## src/rtl/lsu_access.sv

```systemverilog
// lsu_access: memory-access stage between execute and the write-back data mux.
// It takes one load/store request, runs one data-memory bus transaction, and
// returns the formatted load result (or a store ack, or a fault) to write-back.
// Optional build macro: LSU_MISALIGN_CHECK_EN. When it is defined, misaligned
// half and word accesses fault in IDLE and no bus request is issued.
module lsu_access #(
  parameter int unsigned TIMEOUT = 1023,
  parameter int unsigned TO_W    = 10
) (
  input  logic        clk,
  input  logic        rst,
  input  logic        in_valid,
  output logic        in_ready,
  input  logic [31:0] in_addr,
  input  logic [31:0] in_wdata,
  input  logic [2:0]  in_funct3,
  input  logic        in_ren,
  input  logic        in_wen,
  output logic        mem_req_valid,
  input  logic        mem_req_ready,
  output logic [31:0] mem_req_addr,
  output logic        mem_req_wen,
  output logic [31:0] mem_req_wdata,
  output logic [3:0]  mem_req_wmask,
  input  logic        mem_resp_valid,
  input  logic [31:0] mem_resp_rdata,
  output logic        out_valid,
  input  logic        out_ready,
  output logic [31:0] out_rdata,
  output logic        out_err
);

  typedef enum logic [1:0] {S_IDLE, S_REQ, S_WAIT, S_DONE} state_e;

  // Timeout compare is done one bit wider so that the increment cannot wrap.
  localparam logic [TO_W:0] TMO = (TO_W+1)'(TIMEOUT);

  state_e          state_q, state_d;
  logic [TO_W-1:0] cnt_q, cnt_d;
  logic [31:0]     addr_q, addr_d;
  logic [1:0]      lane_q, lane_d;
  logic [2:0]      f3_q, f3_d;
  logic            wen_q, wen_d;
  logic [31:0]     wdata_q, wdata_d;
  logic [3:0]      wmask_q, wmask_d;
  logic [31:0]     rdata_q, rdata_d;
  logic            err_q, err_d;

  logic            ld_ok, st_ok, misalign, req_err;
  logic [31:0]     st_wdata;
  logic [3:0]      st_wmask;
  logic [31:0]     ld_data;
  logic [7:0]      ld_byte;
  logic [15:0]     ld_half;
  logic [TO_W:0]   cnt_inc;

  // Request decode: legality, optional alignment check, store lane formatting.
  always_comb begin
    ld_ok    = (in_funct3 == 3'b000) || (in_funct3 == 3'b001) || (in_funct3 == 3'b010) ||
               (in_funct3 == 3'b100) || (in_funct3 == 3'b101);
    st_ok    = (in_funct3 == 3'b000) || (in_funct3 == 3'b001) || (in_funct3 == 3'b010);
    misalign = 1'b0;
`ifdef LSU_MISALIGN_CHECK_EN
    // funct3[1:0] encodes the access size for every legal load/store.
    misalign = ((in_funct3[1:0] == 2'b01) && in_addr[0]) ||
               ((in_funct3[1:0] == 2'b10) && (in_addr[1:0] != 2'b00));
`endif
    req_err  = (in_ren && in_wen) || (in_ren && !ld_ok) || (in_wen && !st_ok) ||
               ((in_ren || in_wen) && misalign);
    st_wdata = 32'h0;
    st_wmask = 4'h0;
    if (in_wen) begin
      case (in_funct3[1:0])
        2'b00:   begin st_wdata = {4{in_wdata[7:0]}};  st_wmask = 4'b0001 << in_addr[1:0]; end
        2'b01:   begin st_wdata = {2{in_wdata[15:0]}}; st_wmask = 4'b0011 << {in_addr[1], 1'b0}; end
        2'b10:   begin st_wdata = in_wdata;            st_wmask = 4'b1111; end
        default: begin st_wdata = 32'h0;               st_wmask = 4'h0; end
      endcase
    end
  end

  // Load result formatting from the captured lane and funct3.
  always_comb begin
    ld_byte = mem_resp_rdata[{lane_q, 3'b000} +: 8];
    ld_half = lane_q[1] ? mem_resp_rdata[31:16] : mem_resp_rdata[15:0];
    case (f3_q)
      3'b000:  ld_data = {{24{ld_byte[7]}}, ld_byte};
      3'b100:  ld_data = {24'h0, ld_byte};
      3'b001:  ld_data = {{16{ld_half[15]}}, ld_half};
      3'b101:  ld_data = {16'h0, ld_half};
      3'b010:  ld_data = mem_resp_rdata;
      default: ld_data = 32'h0;
    endcase
  end

  // Next-state and datapath register updates for the IDLE/REQ/WAIT/DONE sequence.
  always_comb begin
    state_d = state_q;
    cnt_d   = cnt_q;
    addr_d  = addr_q;
    lane_d  = lane_q;
    f3_d    = f3_q;
    wen_d   = wen_q;
    wdata_d = wdata_q;
    wmask_d = wmask_q;
    rdata_d = rdata_q;
    err_d   = err_q;
    cnt_inc = {1'b0, cnt_q} + (TO_W+1)'(1);
    case (state_q)
      S_IDLE: begin
        if (in_valid) begin
          addr_d  = {in_addr[31:2], 2'b00};
          lane_d  = in_addr[1:0];
          f3_d    = in_funct3;
          wen_d   = in_wen;
          wdata_d = st_wdata;
          wmask_d = st_wmask;
          rdata_d = 32'h0;
          err_d   = 1'b0;
          if (!in_ren && !in_wen) begin
            state_d = S_DONE;
          end else if (req_err) begin
            err_d   = 1'b1;
            state_d = S_DONE;
          end else begin
            state_d = S_REQ;
          end
        end
      end
      S_REQ: begin
        if (mem_req_ready) begin
          cnt_d   = '0;
          state_d = S_WAIT;
        end
      end
      S_WAIT: begin
        cnt_d = cnt_inc[TO_W-1:0];
        if (mem_resp_valid) begin
          // A store ack carries no data back to write-back.
          rdata_d = wen_q ? 32'h0 : ld_data;
          err_d   = 1'b0;
          state_d = S_DONE;
        end else if ((TIMEOUT != 0) && (cnt_inc == TMO)) begin
          rdata_d = 32'h0;
          err_d   = 1'b1;
          state_d = S_DONE;
        end
      end
      S_DONE: begin
        if (out_ready) state_d = S_IDLE;
      end
      default: state_d = S_IDLE;
    endcase
  end

  // State and captured-request registers with synchronous reset.
  always_ff @(posedge clk) begin
    if (rst) begin
      state_q <= S_IDLE;
      cnt_q   <= '0;
      addr_q  <= 32'h0;
      lane_q  <= 2'b00;
      f3_q    <= 3'b000;
      wen_q   <= 1'b0;
      wdata_q <= 32'h0;
      wmask_q <= 4'h0;
      rdata_q <= 32'h0;
      err_q   <= 1'b0;
    end else begin
      state_q <= state_d;
      cnt_q   <= cnt_d;
      addr_q  <= addr_d;
      lane_q  <= lane_d;
      f3_q    <= f3_d;
      wen_q   <= wen_d;
      wdata_q <= wdata_d;
      wmask_q <= wmask_d;
      rdata_q <= rdata_d;
      err_q   <= err_d;
    end
  end

  assign in_ready      = (state_q == S_IDLE);
  assign mem_req_valid = (state_q == S_REQ);
  assign mem_req_addr  = addr_q;
  assign mem_req_wen   = wen_q;
  assign mem_req_wdata = wdata_q;
  assign mem_req_wmask = wmask_q;
  assign out_valid     = (state_q == S_DONE);
  assign out_rdata     = rdata_q;
  assign out_err       = err_q;

endmodule

```

## config.mk

```make
export PLATFORM = sky130hd
export DESIGN_NAME = lsu_access
export DESIGN_NICKNAME = d
export VERILOG_FILES = /design/src/rtl/lsu_access.sv
export SDC_FILE = /design/constraint.sdc
export NUM_CORES = 1
export LEC_CHECK = 0
export BUFFER_PORTS_ARGS = -buffer_cell sky130_fd_sc_hd__buf_2
export CORE_ASPECT_RATIO = 1.2
export CORE_UTILIZATION = 49
export CTS_CLUSTER_DIAMETER = 80
export DETAILED_ROUTE_END_ITERATION = 12
export PLACE_DENSITY = 0.88
export REMOVE_ABC_BUFFERS = 1
export SYNTH_ARGS = -nofsm -noshare
export SYNTH_HDL_FRONTEND = slang
export SYNTH_SLANG_ARGS = --single-unit
```

## constraint.sdc

```tcl
create_clock -name clk -period 5.6 [get_ports clk]
set_input_delay 1.68 -clock clk [delete_from_list [all_inputs] [get_ports clk]]
set_output_delay 1.68 -clock clk [all_outputs]
set_load 0.01 [all_outputs]
```

* Word-level counts from Yosys, hierarchy flattened
Cells that the tools add are included.
** Storage, ports and cells
- Bits of input ports :: 107
- Register bits :: 117
- Output and inout port bits :: 105
- Logic and storage cells :: 83
** Operators by class
- Multiplexer cells :: 27
- Shift operators :: 3
- $add $sub $neg :: 1
- Equal/unequal tests :: 18
- Reduce and logical (&&, ||, !) cells :: 24
** Operator list (number)
- $mux W32 :: 5
- $pmux W32 S5 :: 1
- $pmux W32 S3 :: 1
- $pmux W32 S2 :: 1
- $shiftx A32 B6 Y8 :: 1
- $pmux W10 S2 :: 1
- $mux W16 :: 1
- $mux W2 :: 7
- $eq A3 B3 Y1 const B :: 4
- $pmux W4 S3 :: 1
- $add A10 B1 Y11 const B :: 1
- $eq A11 B10 Y1 const B :: 1
- $mux W10 :: 1
- $pmux W2 S4 :: 1
- $eq A2 B2 Y1 const B :: 3
- $eq A3 B1 Y1 const B :: 2
- $eq A3 B2 Y1 const B :: 2
- $logic_not A3 Y1 :: 2
- $logic_or A1 B1 Y1 :: 6
- $mux W1 :: 5
- $eq A2 B1 Y1 const B :: 2
- $logic_and A1 B1 Y1 :: 4
- $logic_not A1 Y1 :: 4
- $logic_not A2 Y1 :: 2
- other kinds (11) :: 14

* Logic depth before layout (Yosys ltp)
- Depth in word-level cells :: 13
- Mapped depth :: 8
- Mapped depth without buffers :: 7

* Worst setup path before layout
OpenSTA, ideal clock, no wires.
- Path type :: input to register
- Start :: input mem_resp_rdata[31]
- End :: register rdata_q[15] (netlist: out_rdata[15])
- Data required time :: 5.474 ns
- Stages on the path :: 7
- Path buffers :: 2
- Slack :: 2.504 ns
- Data arrival time :: 2.970 ns
- Library setup time :: 0.126 ns
- Cells stage by stage :: mux4_2 nand2b_1 clkbuf_1 clkbuf_1 a21oi_1 o21ai_0 mux2i_1
** On the way
- Longest elaborated chain between the ends :: 5
- Elaborated cells on any way between the ends :: 6
- Those cells by class :: shift (1); mux (5)
** RTL lines
- start, declared :: line 26 : input logic [31:0] mem_resp_rdata,
- $shiftx A32 B6 Y8 or $mux W16 (tied branches) :: line 84, 85
- $pmux W32 S5 (*) :: line 86 : case (f3_q)
- $mux W32 (*) :: line 140 : rdata_d = wen_q ? 32'h0 : ld_data;
- $mux W32 (*) :: line 138 : if (mem_resp_valid) begin
- $pmux W32 S2 (*) :: line 109 : case (state_q)
- end signal, assigned :: line 178 : rdata_q <= rdata_d;
- end, declared :: line 46 : logic [31:0] rdata_q, rdata_d;
Mark *: on every way between the ends. The rest lies on a longest branch, timed or not.
A chain may end at the register's enable or synchronous reset.

* Worst setup path in the final report
- Start :: input in_valid
- End :: register wmask_q[1] (netlist: mem_req_wmask[1])
** On the way
- Longest elaborated chain between the ends :: 1
** RTL lines
- start, declared :: line 12 : input logic in_valid,
- $reduce_and A2 Y1 (no line)
- end signal, assigned :: line 177 : wmask_q <= wmask_d;
- end, declared :: line 45 : logic [3:0] wmask_q, wmask_d;
No other way between the ends.

==> metrics.md <==
| Metric | Value |
|---|---|
| Prevailing post-synth register cell | dfxtp_1 |
| Leakage | 3.31 nW |
| CTS resizes | 0 |
| Seq/Total Area, Yosys | 0.406 |
| CTS buffer count | 17 |
| Post-synth EDFFs | 0 |
| Post-synth cell types | 50 |
| Final setup viols | 0 |
| Synthesized area per cell | 8.00 sq um |
| Power per cell area | 391 nW/um^2 |
| Worst reg2reg path depth | 6 |
| Clock buffer depth | 2 |
| Shortest period the worst path allows | 3.25 ns |
| Post-route insts no fill | 1064 |
| N_diodes | 0 |
| Synth area leader | dfxtp_1 |
| Htree depth | 4 |
| Top cell type's share of synthesized area | 0.406 |
| Initial Utilization | 0.501 |
| Max-Cap Viols | 0 |
| TritonCTS Sinks | 117 |
| Die area | 12200 sq um |
| Sum of negative setup slack | 0 ns |
| Setup Skew | 0.00806 ns |
| Chip Width | 101 um |
| Fin. max-slew vios | 0 |
| Ys async rst share | 0 |
| Initial antenna violation count | 0 |
| Nature of the critical path endpoint | flop |
| First-pass GRT wire length | 24200 um |
| Slew headroom | 0.290 |
| Row count | 43 |
| Status | complete, no violations |
| Critical-path top delay cell | and3_1 |
| Worst Setup Start Kind | primary input |
| IO Count | 212 |
| CP max FO | 39 |
| Initial DRT Pass Iterations | 8 |
| Fin area | 7410 sq um |
| Peak supply drop | 0.000256 V |
| Dpl cell area | 6800 sq um |
| Vias in the first global route | 5249 |
| Mapped Cells | 720 |
| Clock Tree Root | clkbuf_16 |
| Final WL | 15700 um |
| Final Total Pwr | 2.90 mW |
| Antenna Violating Nets Remaining | 0 |
| Seq cells post-synth | 117 |
| Min-delay src | mem_req_wmask[0] |
| Syn. warnings | 0 |
| Worst-Skew Late Latency | 0.40 ns |
| DP HPWL | 10500 um |
| Largest cells by area after synthesis | dfxtp_1, a21oi_1, nand2_1, mux2i_1, nor2_1 |
| Vias per cell | 5.36 |
| Worst hold path depth | 2 |
| Post-synth top cells | dfxtp_1, nand2_1, a21oi_1 |
| Largest net degree at the start of global routing | 78 |
| Die span in y | 121 um |
| CORE AREA | 11500 sq um |
| Detailed router's first-iteration violation count | 265 |
| Nets | 1007 |
| Hold Path Class | reg2reg |
| Post-CTS Repair Setup Buffers | 0 |
| Most instantiated library cell after synthesis | dfxtp_1 |
| CTS Hold Bufs | 0 |
| Detailed-route DRC error count | 0 |
| Clock slew at reported path FFs | 0.05 ns |
| Placed cells | 1032 |
| Largest stage delay, worst path | 0.88 ns |
| Share of cells above drive strength 1 | 0.295 |
| Period utilisation layout | 0.580 |
| Global Route Usage Sum | 0.249 |
| Critical Path RT | 5.92 ns |
| Synthesized cell area | 5760 sq um |
| Crit path DAT | 3.57 ns |
| Worst r2r src | cnt_q[0] |
| Grt total ovfl | 0 |
| FMAX | 308 MHz |
| TritonCTS clock tree | done |
| Number of fill cells | 1050 |
| Final hold violations | 0 |
| Wire per inst | 14.8 um |
| Crit path from | in_valid |
| WS Path Type | in2reg |
| Worst-Margin Slew | 1.06 ns |
| Count of input and output buffers | 209 |
| Crit-path cells | buf_2 > and2_1 > buf_4 > and3_1 > o21ai_0 > a21oi_1 |
| Unrepaired setup endpoints after global routing | no |
| GP Congestion | 0.915 |
| Via count | 5706 |
| Layout overhead on the synthesized area | 28.5% |
==> power by group <==
part	switching, mW	internal (mW)	total, mW
registers	0.0805	0.925	1.01
logic	0.475	0.309	0.783
clock network	0.404	0.706	1.11
==> placed cells by master (no fill, tap or decap), drive strengths merged, types with 6 or more instances in the layout <==
cell and n:
nor2 75, ha 6, a22oi 32, nor2b 29
nand2 116, buf 213, clkbuf 19, nand2b 29
inv 11, nand3 8, o21ai 45, dfxtp 117
mux2i 30, a21oi 94, mux2 21
==> worst paths after layout <==
path	endpoint	slack, ns
worst max-delay path	mem_req_wmask[1]	2.35
worst min-delay path	mem_req_wmask[0]	0.45
worst max register to register	out_rdata[0]	2.80
worst min register to register	mem_req_wmask[0]	0.45
==> logic make-up (layout without fill, tap and decap cells) <==
logic type	Yosys count	after routing	share of synthesized area
and+or+nand+nor	282	282	0.227
AOI/OAI and AO/OA	192	192	0.200
DFF	117	117	0.406
buffers and inverters	67	253	0.0478
muxes	52	52	0.100
adders and majority gates	6	6	0.0130
xor gates and xnor gates	3	3	0.00456
other	1	2	0.000651
==> layer usage <==
layer | GRT usage | vias up | wire length, um
met5 | 0 | - | 0
met3 | 0.0671 | 35 | 1100
met4 | 0.101 | 0 | 320
li1 | - | 2830 | -
met1 | 0.290 | 2598 | 6550
met2 | 0.429 | 243 | 7730
==> area by class of cell <==
cell class / count / area (sq um) / area share
clock buffer: 19 / 433 / 0.0585
sequential: 117 / 2340 / 0.316
multi-input combinational: 537 / 3150 / 0.426
tap: 157 / 196 / 0.0265
inverter: 8 / 30.0 / 0.00405
clock inverter: 13 / 174 / 0.0235
timing repair buffer: 213 / 1080 / 0.146
==> critical path, delay by kind of cell <==
family | cells | cell delay [ns]
compound gates | 2 | 0.40
simple gates | 2 | 1.01
buf+inv | 2 | 0.46
==> flip-flops by register name (all words and copies together), names as in the netlist <==
register	count
mem_req_wdata	32
mem_req_addr	30
mem_req_wen	1
f3_q	3
out_err	1
out_rdata	32
state_q	2
lane_q	2
mem_req_wmask	4
cnt_q	10
==> metrics by stage <==
stage | utilization | hold slack (ns) | setup slack, ns
after floorplan | - | 0.452 | 1.39
after global placement | 0.591 | 0.438 | 1.91
after detailed placement | 0.591 | 0.444 | 1.91
after CTS | 0.643 | 0.451 | 2.33
after global routing | 0.643 | 0.464 | 2.23
final | 0.643 | 0.449 | 2.35
(Power assumes the default switching activity.)
